$ cat src/rtl/uart_tx_if.sv
// Byte handshake between a producer and the UART transmitter.
// The producer drives data/valid; the transmitter answers with ready.
interface uart_tx_if;
   logic [7:0] data;
   logic       valid;
   logic       ready;

   modport master (
      output data,
      output valid,
      input  ready
   );

   modport slave (
      input  data,
      input  valid,
      output ready
   );
endinterface

$ cat src/rtl/uart_tx.sv
// 8N1 UART transmitter with a one-entry holding register.
// Frames are start bit, 8 data bits and a stop bit, each bit held for
// 2*HALF_BIT_TICS clk50 cycles. A byte waiting in the holding register
// follows the previous stop bit with no idle gap. txd, busy and ready
// are all driven straight from flops.
module uart_tx #(
   parameter int HALF_BIT_TICS = 217,
   parameter bit MSB_FIRST     = 1'b1
) (
   input  logic     clk50,
   input  logic     rst_n,
   uart_tx_if.slave bus,
   output logic     txd,
   output logic     busy
);

   // Last tick of a bit period; the legal HALF_BIT_TICS range keeps it in 10 bits.
   localparam logic [9:0] BIT_LAST = 10'(2 * HALF_BIT_TICS - 1);

   localparam logic [1:0] ST_IDLE  = 2'd0;
   localparam logic [1:0] ST_START = 2'd1;
   localparam logic [1:0] ST_DATA  = 2'd2;
   localparam logic [1:0] ST_STOP  = 2'd3;

   logic [1:0] state_r;
   logic [7:0] hold_r;
   logic       hold_full_r;
   logic [7:0] shift_r;
   logic [9:0] cnt_r;
   logic [2:0] idx_r;
   logic       txd_r;
   logic       busy_r;
   logic       ready_r;

   logic [1:0] state_s;
   logic [7:0] hold_s;
   logic       hold_full_s;
   logic [7:0] shift_s;
   logic [9:0] cnt_s;
   logic [2:0] idx_s;
   logic       txd_s;
   logic       busy_s;
   logic       ready_s;
   logic       accept_s;
   logic       cnt_end_s;
   logic       direct_s;
   logic       capture_s;

   // Data bit that goes on the line at bit index i, honouring the bit order.
   function automatic logic pick_bit(input logic [7:0] b, input logic [2:0] i);
      logic bit_v;
      if (MSB_FIRST) begin
         bit_v = b[3'd7 - i];
      end else begin
         bit_v = b[i];
      end
      return bit_v;
   endfunction

   assign accept_s  = bus.valid && !hold_full_r;
   assign cnt_end_s = (cnt_r == BIT_LAST);

   // Next-state logic: frame sequencing, direct loads and holding-register capture.
   always_comb begin
      state_s     = state_r;
      hold_s      = hold_r;
      hold_full_s = hold_full_r;
      shift_s     = shift_r;
      cnt_s       = cnt_r;
      idx_s       = idx_r;
      txd_s       = txd_r;
      direct_s    = 1'b0;
      capture_s   = 1'b0;

      case (state_r)
         ST_IDLE: begin
            cnt_s = 10'd0;
            idx_s = 3'd0;
            if (accept_s) begin
               // Line is free: skip the holding register and start at once.
               direct_s = 1'b1;
               shift_s  = bus.data;
               state_s  = ST_START;
               txd_s    = 1'b0;
            end else begin
               state_s = ST_IDLE;
               txd_s   = 1'b1;
            end
         end

         ST_START: begin
            if (cnt_end_s) begin
               cnt_s   = 10'd0;
               idx_s   = 3'd0;
               state_s = ST_DATA;
               txd_s   = pick_bit(shift_r, 3'd0);
            end else begin
               cnt_s = cnt_r + 10'd1;
               txd_s = 1'b0;
            end
         end

         ST_DATA: begin
            if (cnt_end_s) begin
               cnt_s = 10'd0;
               if (idx_r == 3'd7) begin
                  idx_s   = 3'd0;
                  state_s = ST_STOP;
                  txd_s   = 1'b1;
               end else begin
                  idx_s = idx_r + 3'd1;
                  txd_s = pick_bit(shift_r, idx_r + 3'd1);
               end
            end else begin
               cnt_s = cnt_r + 10'd1;
               txd_s = pick_bit(shift_r, idx_r);
            end
         end

         ST_STOP: begin
            if (cnt_end_s) begin
               cnt_s = 10'd0;
               idx_s = 3'd0;
               if (hold_full_r) begin
                  // Queued byte follows the stop bit with no idle cycle.
                  shift_s     = hold_r;
                  hold_full_s = 1'b0;
                  state_s     = ST_START;
                  txd_s       = 1'b0;
               end else if (accept_s) begin
                  // Handshake on the final stop edge behaves like a load from idle.
                  direct_s = 1'b1;
                  shift_s  = bus.data;
                  state_s  = ST_START;
                  txd_s    = 1'b0;
               end else begin
                  state_s = ST_IDLE;
                  txd_s   = 1'b1;
               end
            end else begin
               cnt_s = cnt_r + 10'd1;
               txd_s = 1'b1;
            end
         end

         default: begin
            state_s = ST_IDLE;
            cnt_s   = 10'd0;
            idx_s   = 3'd0;
            txd_s   = 1'b1;
         end
      endcase

      // Any accepted byte that did not start a frame directly waits in hold.
      capture_s = accept_s && !direct_s;
      if (capture_s) begin
         hold_s      = bus.data;
         hold_full_s = 1'b1;
      end else begin
         hold_s = hold_r;
      end

      busy_s  = (state_s != ST_IDLE) || hold_full_s;
      ready_s = !hold_full_s;
   end

   // State and output registers; reset aborts any frame and drops the held byte.
   always_ff @(posedge clk50 or negedge rst_n) begin
      if (!rst_n) begin
         state_r     <= ST_IDLE;
         hold_r      <= 8'h00;
         hold_full_r <= 1'b0;
         shift_r     <= 8'h00;
         cnt_r       <= 10'd0;
         idx_r       <= 3'd0;
         txd_r       <= 1'b1;
         busy_r      <= 1'b0;
         ready_r     <= 1'b1;
      end else begin
         state_r     <= state_s;
         hold_r      <= hold_s;
         hold_full_r <= hold_full_s;
         shift_r     <= shift_s;
         cnt_r       <= cnt_s;
         idx_r       <= idx_s;
         txd_r       <= txd_s;
         busy_r      <= busy_s;
         ready_r     <= ready_s;
      end
   end

   assign txd       = txd_r;
   assign busy      = busy_r;
   assign bus.ready = ready_r;

endmodule

$ cat src/flat_wrapper.sv
// flat-port wrapper written by rule: the top's interface ports become plain ports
module uart_tx_flat 
#(
   parameter int HALF_BIT_TICS = 217,
   parameter bit MSB_FIRST     = 1'b1
)
  (clk50, rst_n, txd, busy, bus_data, bus_valid, bus_ready);
  uart_tx_if bus_i ();
  input  logic clk50;
  input  logic rst_n;
  output logic txd;
  output logic busy;
  input wire logic [$bits(bus_i.data)-1:0] bus_data;
  input wire logic [$bits(bus_i.valid)-1:0] bus_valid;
  output wire logic [$bits(bus_i.ready)-1:0] bus_ready;
  assign bus_i.data = bus_data;
  assign bus_i.valid = bus_valid;
  assign bus_ready = bus_i.ready;
  uart_tx #(.HALF_BIT_TICS(HALF_BIT_TICS), .MSB_FIRST(MSB_FIRST)) u_core (.clk50(clk50), .rst_n(rst_n), .bus(bus_i), .txd(txd), .busy(busy));
endmodule
$ cat config.mk
export PLATFORM = sky130hd
export DESIGN_NAME = uart_tx_flat
export DESIGN_NICKNAME = d
export VERILOG_FILES = /design/src/rtl/uart_tx_if.sv /design/src/rtl/uart_tx.sv /design/src/flat_wrapper.sv
export SDC_FILE = /design/constraint.sdc
export NUM_CORES = 1
export LEC_CHECK = 0
export ABC_AREA = 1
export BUFFER_PORTS_ARGS = -buffer_cell sky130_fd_sc_hd__buf_4
export CORE_MARGIN = 2
export CORE_UTILIZATION = 55
export CTS_CLUSTER_SIZE = 10
export DETAILED_ROUTE_END_ITERATION = 8
export PLACE_DENSITY = 0.72
export RECOVER_POWER = 50
export SETUP_SLACK_MARGIN = 0.2
export SKIP_LAST_GASP = 1
export SLEW_MARGIN = 20
export SYNTH_ARGS = -nofsm -noshare
export SYNTH_HDL_FRONTEND = slang
export SYNTH_SLANG_ARGS = --single-unit
$ cat constraint.sdc
create_clock -name clk50 -period 2.4 [get_ports clk50]
set_clock_uncertainty 0.15 [all_clocks]
set_input_delay 0.24 -clock clk50 [delete_from_list [all_inputs] [get_ports clk50]]
set_output_delay 0.24 -clock clk50 [all_outputs]
set_load 0.005 [all_outputs]
==> out/results.txt <==
The slowest stage of the critical path is the dfrtp_1 cell. The most common cell after layout, fill and taps aside was nand2_1. The run finished with clean final reports. The tool flagged a number of max-cap violations equal to 0. The area share of fa/ha/maj cells after synthesis was 0.05682; the combined area of the multi-input logic cells was 977.2 µm².

The fraction of synthesized area in multiplexers was 0; the largest net degree at the start of global routing was 36. The fill cell instance count of the final layout came out at 259. Setup violations remaining at the end of the flow were counted as 0. The worst setup path is of the reg2reg kind. The synthesized netlist cell count was 238.

Detailed placement ended at an HPWL of 2790 µm. The number of antenna diodes in the final layout is 0. In this run, placement finished with an instance count of 294. Via count of the first global-routing pass: 1556.

In the layout the commonest cells are nand2_1 (58), dfrtp_1 (33), inv_1 (27), nand3_1 (26), a21oi_1 (18). The number of DRC markers in iteration 0 came out at 115. The maximum clock rate is 0.5349 GHz. The most prevalent standard cell on the critical path was nand2_1. The worst-path maximum fanout works out to 6. The ratio of total power to cell area is 469.4 mW/mm². The clock net in this run drives a total of 35 sinks. The number of placement rows is 21. The number of enable flip-flop cells after synthesis is 0. The later pin in the worst-skew pair is clocked with a latency of 0.34 ns. The total DRC errors in the routed layout was 0. The share of the synthesized area in the top cell type was 0.4167. In the final timing run, aggregate negative setup slack is 0 ns. The port buffer count is 13, and the final worst-path cycle share is 0.7790. For the total count of max-transition violations in the final report, the log shows 0.

The number of endpoints with negative hold slack in the final report was 0; the via total after detailed routing was 1640. The number of non-filler instances in the completed layout is 311. The XOR/XNOR share of the synthesized area came out at 0.01326. In the final layout, flip-flops and latches occupy 878.3 µm².

For this design the top-level I/O count stands at 14. Setup repair after global routing left no endpoint under its margin. Summed over all cells, the static leakage comes to 0.001134 µW. VDD sags by at most 0.3602 mV. In the synthesized netlist the dominant register cell turns out to be dfrtp_1. In this run the remaining antenna-violating nets after routing total 0. The number of CTS-inserted buffers was 5. For the max-slew headroom at the worst pin, the log shows 0.4354. The number of distinct library cells after synthesis is 31. Subtracting the final worst setup slack from the clock period gives 1.870 ns. The area growth from synthesis to layout works out to 15.53%.

A synthesized cell averages 8.327 µm². The post-detailed-routing wire length is 3996 µm. The proportion of register bits with asynchronous set or reset after synthesis came out at 1.000.

The first detailed-routing pass ran for 4 iterations. Using the TritonRoute via totals, the vias-per-cell ratio works out to 5.273. The number of nets handed over by synthesis was 258.

The clock passes through at most 2 buffers. The simple-gate portion of the synthesized area works out to 0.3213. After detailed placement, the total cell area comes to 0.002116 mm².

The initial core utilization was 0.5847. The tools report the core footprint as 0.003390 mm². Post-synthesis sequential element count: 35. Walking the worst path, the cells encountered are inv_1 > ha_1 > nand2_1 > nor2_4 > nand3_1 > nand2_1 > nand3_1 > nand2_1 > inv_1 > nor2_2 > nand2_1. The tools report the overall routing resource usage as 0.2287. In the final routed layout, each cell accounts on average for 12.85 µm. The logs give 2.48 ns for the required arrival time at the worst endpoint and 7100 µm for the first-pass GRT wire length.

The share of final-layout standard cells stronger than drive strength 1 is 0.1585, and the actual transition at the worst max-transition pin is 0.8468 ns. Category of the worst setup path launch point: a flop. For the post-layout utilization of the core, the log shows 0.6755. The die covers 0.004100 mm². The tightest min-delay check is of the in2reg type. The compound-cell area share of the yosys netlist works out to 0.1016. Clock input transition at the sequential cells of the worst setup and hold paths: 0.11 ns. The biggest area contributor in the post-synthesis netlist is dfrtp_1. For this run the aggregate overflow at the end of global routing stands at 0.

The logs give 284 for the net total in the final layout and 0.9073 for the global placer's final weighted congestion. The number of warnings printed during yosys synthesis was 0; the x dimension of the die was 64.03 µm. The worst hold margin was 0.2299 ns.

TritonCTS built the clock tree. Data on the critical path arrives at its endpoint at 1.95 ns. The number of gates resized after CTS was 0. The main combinational cell family by area after synthesis was simple AND/OR/NAND/NOR gates. On the worst path, the slowest cell contributes a delay of 0.42 ns. Measured along the y axis, the die boundary spans 64.03 µm.

The run gives 0.4432 as the proportion of synthesized chip area in sequential cells. By area the synthesized netlist is led by dfrtp_1 (42%), nand2_1 (11%), nand3_1 (6.6%). The root buffer cell chosen for the clock tree is clkbuf_4. STA classifies the critical path endpoint as a flop.

After synthesis the cells add up to 0.001982 mm². Once layout is done, the placed cells without fillers occupy 0.002290 mm². In this run the number of H-tree levels came out at 2.

The run gives 0 as the initial antenna violation count.
==> through the flow <==
stage	worst slack (ns)	power, µW
finish	0.5304	1075
global route	0.3397	1122
CTS	0.5380	1086
detailed placement	0.5691	628.1
global placement	0.5376	627.8
floorplan	0.7780	602.0
==> flip-flops by register name, indices dropped and copies added, names as in the netlist <==
register	cells
u_core.bus.ready	1
u_core.shift_r	8
u_core.state_r	2
u_core.txd	1
u_core.hold_r	8
u_core.hold_full_r	1
u_core.idx_r	3
u_core.busy	1
u_core.cnt_r	10
==> cells by family (layout without fill, tap and decap cells) <==
family / count (synthesis) / in the layout
simple gates: 127 / 127
xor+xnor: 3 / 3
fa+ha+maj: 9 / 9
compound gates: 33 / 33
flops: 35 / 35
buf+inv: 31 / 58
==> what timing repair did <==
action,4_1_cts,5_1_grt
hold buffers,9,0
setup endpoints to repair,0,0
setup buffers,0,0
hold endpoints to repair,41,0
==> critical path: cells and delay by family (launching register included) <==
| kind | cells | cell delay (ns) |
|---|---|---|
| AND/OR/NAND/NOR | 8 | 0.89 |
| buffers and inverters | 2 | 0.12 |
| adder cells (fa/ha/maj) | 1 | 0.18 |
| flip-flops | 1 | 0.42 |
==> cells in the mapped netlist (3+ instances only) <==
cell and number:
a21oi_2 3, nand4_1 3, nor3_1 5, a21oi_1 18, inv_1 27, o22ai_1 9, nand3_1 26, nand2_1 58
nor2_1 17, dfrtp_1 33, nand2_2 4, ha_1 9
==> metal layers <==
metal	global-route usage	vias to the layer above	wire, µm
li1	-	831	-
met1	0.3345	754	1982
met2	0.3268	47	1714
met3	0.05634	8	231
met4	0.08696	0	68
met5	0	-	0
==> layout make-up <==
class,instances,area share
clock buffer,6,0.02240
clock inverter,2,0.01530
inverter,28,0.04590
multi-input combinational,172,0.4268
sequential,35,0.3836
tap,46,0.02514
timing repair buffer,22,0.08087
==> final timing paths <==
path	start	endpoint	slack [ns]	depth (start not counted)
max	u_core.cnt_r[1]	u_core.busy	0.53	11
max reg2reg	u_core.cnt_r[1]	u_core.busy	0.53	11
max in group asynchronous	rst_n	u_core.hold_r[2]	1.20	2
min	bus_valid	u_core.txd	0.23	6
min in group asynchronous	rst_n	u_core.idx_r[1]	0.37	2
min reg2reg	u_core.hold_r[1]	u_core.hold_r[1]	0.34	2
==> report_power, final <==
| part | switching (µW) | leakage (µW) | internal, µW |
|---|---|---|---|
| registers | 0 | 0.000472 | 590 |
| logic | 17.8 | 0.000614 | 20.1 |
| clock network | 201 | 0.0000482 | 246 |
| total | 219 | 0.00113 | 856 |
Power figures use the tool's default switching activity.
